[src/rtl/alu.sv]
// ---------------------------------------------------------------------------
// alu : 8-bit combinational ALU with a registered {C,Z,N,V} status register
// Rev 1.0
// ---------------------------------------------------------------------------
`default_nettype none

module alu #(
  parameter int WIDTH = 8
) (
  input  logic             clk,
  input  logic             rst_n,
  input  logic [WIDTH-1:0] operand_a,
  input  logic [WIDTH-1:0] operand_b,
  input  logic [2:0]       opcode,
  input  logic             flag_we,
  output logic [WIDTH-1:0] result,
  output logic             zero,
  output logic             carry,
  output logic             negative,
  output logic             overflow,
  output logic [3:0]       flags_q
);

  localparam logic [2:0] OP_ADD = 3'b000;
  localparam logic [2:0] OP_SUB = 3'b001;
  localparam logic [2:0] OP_AND = 3'b010;
  localparam logic [2:0] OP_OR  = 3'b011;
  localparam logic [2:0] OP_XOR = 3'b100;
  localparam logic [2:0] OP_NOT = 3'b101;
  localparam logic [2:0] OP_SHL = 3'b110;
  localparam logic [2:0] OP_SHR = 3'b111;

  logic [WIDTH:0] sum_ext;
  logic [WIDTH:0] diff_ext;
  logic           sign_a;
  logic           sign_b;
  logic           sign_r;
  logic [3:0]     flags_d;

  // Extended-width add/sub: the top bit is the carry-out or the borrow.
  assign sum_ext  = {1'b0, operand_a} + {1'b0, operand_b};
  assign diff_ext = {1'b0, operand_a} - {1'b0, operand_b};
  assign sign_a   = operand_a[WIDTH-1];
  assign sign_b   = operand_b[WIDTH-1];
  assign sign_r   = result[WIDTH-1];

  always_comb begin
    result = '0;
    carry  = 1'b0;
    unique case (opcode)
      OP_ADD: begin
        result = sum_ext[WIDTH-1:0];
        carry  = sum_ext[WIDTH];
      end
      OP_SUB: begin
        result = diff_ext[WIDTH-1:0];
        carry  = diff_ext[WIDTH];
      end
      OP_AND: result = operand_a & operand_b;
      OP_OR:  result = operand_a | operand_b;
      OP_XOR: result = operand_a ^ operand_b;
      OP_NOT: result = ~operand_a;
      OP_SHL: begin
        result = {operand_a[WIDTH-2:0], 1'b0};
        carry  = operand_a[WIDTH-1];
      end
      OP_SHR: begin
        result = {1'b0, operand_a[WIDTH-1:1]};
        carry  = operand_a[0];
      end
      default: begin
        result = '0;
        carry  = 1'b0;
      end
    endcase
  end

  always_comb begin
    overflow = 1'b0;
    if (opcode == OP_ADD) begin
      overflow = (sign_a == sign_b) && (sign_r != sign_a);
    end else if (opcode == OP_SUB) begin
      overflow = (sign_a != sign_b) && (sign_r != sign_a);
    end
  end

  assign zero     = ~|result;
  assign negative = sign_r;

  assign flags_d = flag_we ? {carry, zero, negative, overflow} : flags_q;

  always_ff @(posedge clk or negedge rst_n) begin
    if (!rst_n) begin
      flags_q <= 4'b0000;
    end else begin
      flags_q <= flags_d;
    end
  end

endmodule

`default_nettype wire

[config.mk]
export PLATFORM = sky130hd
export DESIGN_NAME = alu
export DESIGN_NICKNAME = d
export VERILOG_FILES = /design/src/rtl/alu.sv
export SDC_FILE = /design/constraint.sdc
export NUM_CORES = 1
export LEC_CHECK = 0
export ABC_AREA = 1
export BUFFER_PORTS_ARGS = -buffer_cell sky130_fd_sc_hd__buf_2
export CAP_MARGIN = 10
export CORE_MARGIN = 1
export CORE_UTILIZATION = 45
export CTS_BUF_LIST = sky130_fd_sc_hd__clkbuf_8
export CTS_CLUSTER_DIAMETER = 150
export DETAILED_ROUTE_END_ITERATION = 8
export PLACE_DENSITY = 0.68
export SKIP_CTS_REPAIR_TIMING = 1
export SYNTH_ARGS = -nofsm -noshare
export SYNTH_HDL_FRONTEND = slang
export SYNTH_SLANG_ARGS = --single-unit
[constraint.sdc]
create_clock -name clk -period 2.2 [get_ports clk]
set_input_delay 0.33 -clock clk [delete_from_list [all_inputs] [get_ports clk]]
set_output_delay 0.33 -clock clk [all_outputs]
set_load 0.05 [all_outputs]
==> metrics.csv <==
metric;value;unit
maxCapViolCount;0;
p_per_area;377;nW/µm²
skew;0;ns
cts_tree;done;
fin_nets;451;
seqCellArea;100;µm²
grt_pass1_wl;9180;µm
power_frac_seq;7.5;%
coreArea;3720;µm²
period_share;113;%
path_clk_slew;0.03;ns
p_sw;0.000546;W
layoutNonFillerInstCount;449;
worstSetupStartpointType;primary input;
yosysMostFrequentCell;nand2_1;
synth-seq-area-share;5.68;%
synth_top_area_share;17.0;%
p_int;0.000567;W
drt_pass1_iterations;4;
finalSetupViolations;8;
io_pins;38;
synth-edff-count;0;
largestRegisters;flags_q (4);
largest_reg_flops;4;
outcome;finished with violations;
hold_path_class;in2reg;
ys_ff_latch;4;
crit_required;1.87;ns
drc;0;
grtUsageTotal;28.2;%
grt_pass1_vias;2052;
wl_per_cell;14.1;µm
largest_register;flags_q;
leakagePower;1.58;nW
swShare;49.1;%
post-route-min-period;2.48;ns
synthFlopType;dfrtp_1;
antenna_found_initial;0;
detailed_place_hpwl;4630;µm
place_congestion;0.986;
cts_buffer_depth;2;
netlist_area;1760;µm²
syn_nets;341;
synth_area_per_cell;6.02;µm²
cts_max_level;1;
arrival;2.15;ns
vias_per_cell;5.21;
routed_wl;6340;µm
finalPower;0.00111;W
clock_latency;0.22;ns
synth_top_cell_by_area;ha_1;
die-area;4170;µm²
drv_slew;0;
critPathMaxFanout;3;
p_clk_share;14.6;%
power.share.combinational;77.9;%
endpoint_kind;output pin;
port_buffers;37;
synth_area_leaders;ha_1 (17%), nand2_1 (15%), inv_1 (9.8%), nand3_1 (7.1%), nor2_1 (6.8%);
diodes;0;
slew_headroom;77.8;%
gr-total-overflow;0;
hold_viol;0;
routed-via-count;2341;
synth_top_cells_by_count;nand2_1 (70), inv_1 (46), nor2_1 (32);
setup_ws;-0.280;ns
crit_type;in2out;
max_freq;0.403;GHz
whs;0.383;ns
dieWidth;64.6;µm
ir_drop;0.000282;V
drt-initial-drc-count;113;
placed_cells;440;
synth_cell_types;39;
root_buffer;clkbuf_8;
cts_made_buffers;3;
start_util;47.4;%
row_count;22;
ys_async_sr_fraction;100;%
rsz0062_at_grt;yes;
ant_nets;0;
cpMaxStageDelayCell;fa_2;
path_cells;buf_8 -> inv_4 -> ha_4 -> inv_4 -> fa_2 -> nor2_2 -> nor3b_2 -> nor2_1 -> nand2_1 -> nor2_2 -> nand3_2 -> nor2_2 -> and2_4 -> buf_8;
ys_warn_count;0;
die-height;64.6;µm
drive_gt1_share;53.6;%
cpMostUsedCell;nor2_2;
violations;setup timing;
multi_input_area;1640;µm²
clock-sinks;4;
areaGrowthSynthToFinish;67.5;%
n_fill_cell;292;
grt_max_degree;9;
worst_pin_slew;0.332;ns
critPathMaxStageDelay;0.41;ns
syn_inst;293;
-- cells in the final DEF, fill, tap and decap left out, types with 2 or more instances in the layout --
master    synthesis  final
buf_2             1     23
xor2_1            2      2
a21oi_2           1      5
a21oi_1          15     10
nand4_1           6      6
dfrtp_1           4      4
nand2_2           6     24
inv_4             2      6
o21ai_0           4      4
nand3_4           4      4
o21bai_1          2      2
o22ai_1           6      6
o21ai_1           2      2
a22oi_1           2      2
buf_6             4     11
nand3_2           4     11
nor2_4            2      6
nor2_2            3      6
nand3_1          25     18
buf_4             2     73
ha_2              0      3
inv_2             8     16
nor2_1           32     25
fa_2              0      2
inv_1            46     34
buf_8             0      3
nand2_1          70     52
clkbuf_8          0      3
ha_1             24     13
ha_4              0      8
-- critical path: cells and delay by family --
kind          cells  cell delay, ns
simple gates      8            0.95
fa+ha+maj         2            0.54
buf+inv           4            0.32
-- power groups by stage --
stage / Combinational, W / Sequential, W / Clock, W
after CTS: 0.000706 / 0.0000840 / 0.000163
after global routing: 0.000925 / 0.0000849 / 0.000166
after global placement: 0.000698 / 0.0000842 / 0
final: 0.000867 / 0.0000840 / 0.000162
after detailed placement: 0.000703 / 0.0000846 / 0
after floorplan: 0.000411 / 0.000109 / 0
-- through the flow --
step | setup WS [ns] | util, % | setup TNS, ns | instance area [µm²]
final | -0.280 | 79.5 | -1.05 | 2950
after detailed placement | -0.418 | 67.3 | -2.05 | 2500
after floorplan | 0.00213 | - | 0 | 1790
after global placement | -0.355 | 67.3 | -1.81 | 2500
after global routing | -0.355 | 79.5 | -1.94 | 2950
after CTS | -0.421 | 68.5 | -2.09 | 2540
-- layer usage --
| layer | vias to the layer above | track usage [%] | part of all wire, % | wire [µm] |
|---|---|---|---|---|
| met5 | - | 0 | 0 | 0 |
| met4 | 0 | 5.00 | 3.5 | 222 |
| met3 | 25 | 4.05 | 7.7 | 489 |
| met2 | 110 | 49.6 | 49 | 3100 |
| met1 | 1057 | 36.5 | 40 | 2520 |
| li1 | 1149 | - | - | - |
-- final cells by class --
cell class / instances / area share [%]
timing repair buffer: 113 / 29.4
multi-input combinational: 223 / 55.7
inverter: 58 / 8.05
clock buffer: 3 / 1.40
sequential: 4 / 3.39
tap: 48 / 2.03
-- path summary, 6_finish.rpt --
kind | startpoint | to | slack [ns] | cells past startpoint
max | operand_a[0] | zero | -0.28 | 14
min | flag_we | flags_q[3] | 0.38 | 3
max reg2reg | flags_q[3] | flags_q[3] | 1.58 | 2
min reg2reg | flags_q[2] | flags_q[2] | 0.48 | 2
max in group asynchronous | rst_n | flags_q[2] | 1.61 | 2
min in group asynchronous | rst_n | flags_q[0] | 0.46 | 2
-- cells by family (layout without fill, tap and decap cells) --
| group | Yosys count | count (layout) | share of synthesized area [%] |
|---|---|---|---|
| flops | 4 | 4 | 5.68 |
| fa+ha+maj | 26 | 26 | 19.3 |
| xor+xnor | 2 | 2 | 0.994 |
| compound gates | 35 | 35 | 11.9 |
| buf+inv | 66 | 174 | 16.8 |
| simple gates | 160 | 160 | 45.3 |
Power figures use the tool's default switching activity.
